[config.mk]
export PLATFORM = sky130hd
export DESIGN_NAME = uart_rx_frame_ctrl_flat
export DESIGN_NICKNAME = d
export VERILOG_FILES = /design/src/rtl/uart_rx_frame_ctrl_if.sv /design/src/rtl/uart_rx_frame_ctrl.sv /design/src/flat_wrapper.sv
export SDC_FILE = /design/constraint.sdc
export NUM_CORES = 1
export LEC_CHECK = 0
export CAP_MARGIN = 20
export CORE_MARGIN = 3
export CORE_UTILIZATION = 61
export DETAILED_ROUTE_END_ITERATION = 12
export PLACE_DENSITY = 0.83
export SLEW_MARGIN = 25
export SYNTH_ARGS = -nofsm -noshare
export SYNTH_HDL_FRONTEND = slang
export SYNTH_SLANG_ARGS = --single-unit
[constraint.sdc]
create_clock -name clk -period 3.75 [get_ports clk]
set_clock_uncertainty 0.05 [all_clocks]
set_input_delay 0.5625 -clock clk [delete_from_list [all_inputs] [get_ports clk]]
set_output_delay 0.5625 -clock clk [all_outputs]
set_load 0.1 [all_outputs]
[src/rtl/uart_rx_frame_ctrl_if.sv]
// Bundle between the serial pin side and the UART RX frame sequencer.
// master: the sequencer (consumes rx, produces frames); slave: pin driver / frame consumer.
interface uart_rx_frame_ctrl_if;
    logic        rx;
    logic [10:0] buffer;
    logic        frame_valid;
    logic        parity_err;
    logic        frame_err;
    logic        busy;

    modport master (
        input  rx,
        output buffer,
        output frame_valid,
        output parity_err,
        output frame_err,
        output busy
    );

    modport slave (
        output rx,
        input  buffer,
        input  frame_valid,
        input  parity_err,
        input  frame_err,
        input  busy
    );
endinterface

[src/rtl/uart_rx_frame_ctrl.sv]
// UART RX frame sequencer: synchronizes rx, times bit samples, assembles 11-bit frames.
// Optional macro RX_MAJORITY_EN: 2-of-3 majority vote around each sample point.
module uart_rx_frame_ctrl #(
    parameter int CLKS_PER_BIT = 434,
    parameter int CNT_W        = 16
) (
    input  logic                 clk,
    input  logic                 rst,
    uart_rx_frame_ctrl_if.master bus
);

    typedef enum logic [2:0] {
        IDLE,
        START,
        DATA,
        STOP,
        BRK
    } state_t;

    state_t           state;
    state_t           state_nxt;
    logic             rx_meta;
    logic             rx_s;
    logic             rx_prev;
    logic [CNT_W-1:0] cnt;
    logic [3:0]       bit_idx;
    logic [9:0]       sh;
    logic [10:0]      buffer_q;
    logic             fv_q;
    logic             pe_q;
    logic             fe_q;
    logic             bit_val;
    logic             tick;
    logic             sh_clr;
    logic             sh_shift;
    logic             load_frame;

`ifdef RX_MAJORITY_EN
    localparam int MAJ_DLY = 1;
    logic rx_prev2;

    // The vote window is point-1/point/point+1, so the decision lands one cycle after the point.
    always_ff @(posedge clk) begin
        if (rst) begin
            rx_prev2 <= 1'b1;
        end else begin
            rx_prev2 <= rx_prev;
        end
    end

    assign bit_val = (rx_prev2 & rx_prev) | (rx_prev2 & rx_s) | (rx_prev & rx_s);
`else
    localparam int MAJ_DLY = 0;
    assign bit_val = rx_s;
`endif

    localparam logic [CNT_W-1:0] FIRST_TGT = CNT_W'(CLKS_PER_BIT / 2 - 1 + MAJ_DLY);
    localparam logic [CNT_W-1:0] BIT_TGT   = CNT_W'(CLKS_PER_BIT - 1);

    assign tick = (state == START) ? (cnt == FIRST_TGT) : (cnt == BIT_TGT);

    always_ff @(posedge clk) begin
        if (rst) begin
            state <= IDLE;
        end else begin
            state <= state_nxt;
        end
    end

    always_comb begin
        state_nxt  = state;
        sh_clr     = 1'b0;
        sh_shift   = 1'b0;
        load_frame = 1'b0;
        case (state)
            IDLE: begin
                if (!rx_s && rx_prev) begin
                    state_nxt = START;
                end
            end
            START: begin
                if (tick) begin
                    if (bit_val) begin
                        state_nxt = IDLE;
                    end else begin
                        state_nxt = DATA;
                        sh_clr    = 1'b1;
                    end
                end
            end
            DATA: begin
                if (tick) begin
                    sh_shift = 1'b1;
                    if (bit_idx == 4'd8) begin
                        state_nxt = STOP;
                    end
                end
            end
            STOP: begin
                if (tick) begin
                    load_frame = 1'b1;
                    state_nxt  = bit_val ? IDLE : BRK;
                end
            end
            BRK: begin
                if (rx_s) begin
                    state_nxt = IDLE;
                end
            end
            default: state_nxt = IDLE;
        endcase
    end

    // Cleared start bit sits in sh[0]; nine shifts move it to sh[9] with data and parity below.
    always_ff @(posedge clk) begin
        if (rst) begin
            rx_meta  <= 1'b1;
            rx_s     <= 1'b1;
            rx_prev  <= 1'b1;
            cnt      <= '0;
            bit_idx  <= '0;
            sh       <= '0;
            buffer_q <= '0;
            fv_q     <= 1'b0;
            pe_q     <= 1'b0;
            fe_q     <= 1'b0;
        end else begin
            rx_meta <= bus.rx;
            rx_s    <= rx_meta;
            rx_prev <= rx_s;

            if (state == IDLE || state == BRK || tick) begin
                cnt <= '0;
            end else begin
                cnt <= cnt + CNT_W'(1);
            end

            if (sh_clr) begin
                sh      <= '0;
                bit_idx <= '0;
            end else if (sh_shift) begin
                sh      <= {sh[8:0], bit_val};
                bit_idx <= bit_idx + 4'd1;
            end

            fv_q <= load_frame;
            if (load_frame) begin
                buffer_q <= {sh, bit_val};
                pe_q     <= (^sh[8:1]) != sh[0];
                fe_q     <= ~bit_val;
            end
        end
    end

    assign bus.buffer      = buffer_q;
    assign bus.frame_valid = fv_q;
    assign bus.parity_err  = pe_q;
    assign bus.frame_err   = fe_q;
    assign bus.busy        = (state != IDLE);

endmodule

[src/flat_wrapper.sv]
// flat-port wrapper written by rule: the top's interface ports become plain ports
module uart_rx_frame_ctrl_flat 
#(
    parameter int CLKS_PER_BIT = 434,
    parameter int CNT_W        = 16
)
  (clk, rst, bus_rx, bus_buffer, bus_frame_valid, bus_parity_err, bus_frame_err, bus_busy);
  uart_rx_frame_ctrl_if bus_i ();
  input  logic clk;
  input  logic rst;
  input wire logic [$bits(bus_i.rx)-1:0] bus_rx;
  output wire logic [$bits(bus_i.buffer)-1:0] bus_buffer;
  output wire logic [$bits(bus_i.frame_valid)-1:0] bus_frame_valid;
  output wire logic [$bits(bus_i.parity_err)-1:0] bus_parity_err;
  output wire logic [$bits(bus_i.frame_err)-1:0] bus_frame_err;
  output wire logic [$bits(bus_i.busy)-1:0] bus_busy;
  assign bus_i.rx = bus_rx;
  assign bus_buffer = bus_i.buffer;
  assign bus_frame_valid = bus_i.frame_valid;
  assign bus_parity_err = bus_i.parity_err;
  assign bus_frame_err = bus_i.frame_err;
  assign bus_busy = bus_i.busy;
  uart_rx_frame_ctrl #(.CLKS_PER_BIT(CLKS_PER_BIT), .CNT_W(CNT_W)) u_core (.clk(clk), .rst(rst), .bus(bus_i));
endmodule
==> impl_metrics.ini <==
[floorplanning]
start_util = 0.664
fp.dieH_um = 64.8
die_area_um2 = 4200
die_w_um = 64.8
fp-row-count = 20
core_um2 = 3180
ios = 18

[placed_design]
io_buffer_count = 17
dp_hpwl_um = 2750
place_congestion = 0.800

[yosys]
syn-cell-area_um2 = 2110
ys_ff_latch = 50
ys_types = 37
yosysSeqAreaShare = 0.474
synth_edf_count = 0
syn_area_per_cell_um2 = 9.10
synth_commonest_cells = dfxtp_1, nor2_1, nand2_1
ys.flop_type = dfxtp_1
synth_area_leaders = dfxtp_1, nor2_1, mux2i_1
netlist.area_leader.share = 0.474
synth.most_common_cell = dfxtp_1
synthArstFlopShare = 0
yosysWarnings = 0
synth_nets = 238
synth_top_area_cell = dfxtp_1
syn_inst = 232

[setup_path]
reg2reg_slack_ps = 940
cp-end-kind = register
worstPathArrival_ps = 3050
cp_max_fo = 15
path_class = register to register
reg2reg_depth = 5
timing.rr.end = u_core.bit_idx[3]
rr_startpoint = u_core.state[0]
worstPathRequired_ps = 4000
start_kind = register

[timing]
finalSetupViolCount = 0
worst_pin_slew_ps = 975
fin_hold_ws_ps = 387
rsz0062_at_grt = false
fin_tns_setup_ps = 0
relSlewSlack = 0.348
maxClockFrequency_mhz = 356
drv_slew = 0
hold_violations = 0
min_period_ps = 2810
timing.final.crit_share = 0.748

[hold_path]
hold_path.startpoint = u_core.rx_meta
min-delay-path-class = register to register
worstHoldEndpoint = u_core.bit_val
min_path_cells = 1

[power_and_ir_drop]
leakagePower_uw = 0.000767
ir_worst_vdd_mv = 0.273
powerDensity_nw_per_um2 = 360

[drt]
wl_per_cell_um = 13.4
ant_nets = 0
vias = 1643
drc = 0
routed_wl_um = 3960
drt_iter0_markers = 101
firstDrtPassIters = 6
avgViaCountPerCell = 5.57

[status]
outcome = finished, final reports clean

[finish]
drive_above_1_share = 0.0637
nets = 256
area_delta_synth_final_pct = 13.4
diodes = 0

[clocking]
post-cts-setup-buffers = 0
cts.sinks = 50
cts-root-buf = clkbuf_4
cts_hold_buffers = 0
clock_latency_ps = 370
cts_inserted_buffers = 5
clkTransAtPathRegs_ps = 130
cts.repair.resized = 0
cts_tree = done
cts_buffer_depth = 2
htree_levels = 2

[global_routing]
grt_pass1_vias = 1567
grt_pass1_wl_um = 6930
grt_max_degree = 22
antenna_found_initial = 0
grtUsageTotal = 0.213
overflow = 0

[run]
maxCapViolations = 0
-- cell type report --
| cell class | instances | area (um2) |
|---|---|---|
| Sequential cell | 50 | 1000 |
| Inverter | 6 | 22.5 |
| Timing Repair Buffer | 20 | 193 |
| Fill cell | 252 | 785 |
| Multi-Input combinational cell | 167 | 1040 |
| Tap cell | 44 | 55.1 |
| Clock inverter | 2 | 37.5 |
| Clock buffer | 6 | 41.3 |
-- worst max-delay path by stage --
stage	to	slack, ps	start
global placement	u_core.bit_idx[3]	1080	u_core.state[0]
floorplan	u_core.bus.buffer[10]	1230	u_core.state[0]
finish	u_core.bit_idx[3]	940	u_core.state[0]
detailed placement	u_core.bit_idx[3]	1000	u_core.state[0]
global route	u_core.bit_idx[3]	830	u_core.state[0]
CTS	u_core.bit_idx[3]	970	u_core.state[0]
-- cell families (layout without fill, tap and decap cells) --
logic type	after synthesis	after routing	synth area share
flip-flops	50	50	0.474
adder cells (fa/ha/maj)	3	3	0.0178
XOR/XNOR	21	21	0.0937
AO/OA/AOI/OAI	26	26	0.0877
AND/OR/NAND/NOR	103	103	0.229
multiplexers	14	14	0.0664
buffers and inverters	15	34	0.0314
-- sequential cells by signal, indices dropped and copies added, names as in the netlist --
| register | flops |
|---|---|
| u_core.cnt | 16 |
| u_core.bus.buffer | 11 |
| u_core.sh | 10 |
| u_core.bit_idx | 4 |
| u_core.state | 3 |
| u_core.bit_val | 1 |
| u_core.bus.frame_err | 1 |
| u_core.bus.frame_valid | 1 |
| u_core.bus.parity_err | 1 |
| u_core.rx_meta | 1 |
| u_core.rx_prev | 1 |
-- through the flow --
stage	cells	setup WS, ps	util	cell area [um2]	total power, uW
2_1_floorplan	232	1230	-	2110	562
3_3_place_gp	287	1080	0.728	2310	569
3_5_place_dp	287	1000	0.728	2310	570
4_1_cts	295	969	0.753	2390	868
5_1_grt	295	832	0.753	2390	891
6_report	295	944	0.753	2390	862
-- critical path: stages (launching register included) --
cell	delay, ps
dfxtp_1	460
or3b_1	410
or4_1	640
a2111o_1	620
or3_1	420
a21oi_1	150
-- report_power, final --
| part | switching [uW] | internal (uW) | leakage (uW) | total, uW |
|---|---|---|---|---|
| logic | 14.9 | 6.80 | 0.000325 | 21.7 |
| clock network | 163 | 141 | 0.0000385 | 304 |
| registers | 2.83 | 533 | 0.000403 | 536 |
-- cells in the final DEF, fill, tap and decap left out, drive strengths merged, types with 2 or more instances in the layout --
master,n
nand4,4
nor4b,2
or2,3
buf,3
clkbuf,6
clkdlybuf4s50,17
nor2,38
nand3b,2
inv,6
nand3,7
a2111oi,3
xnor2,13
o21ai,2
mux2i,14
and4,2
xor2,7
ha,3
nand2,30
nor3b,2
nor3,4
a21oi,16
dfxtp,50
or3,3
-- per-layer routing --
metal / GRT usage / up-vias / part of all wire
met4: 0.100 / 0 / 0.021
met2: 0.344 / 33 / 0.47
met5: 0 / - / 0
li1: - / 827 / -
met3: 0.0468 / 9 / 0.039
met1: 0.269 / 774 / 0.47
Note: power is estimated with default switching activity, not from simulation.
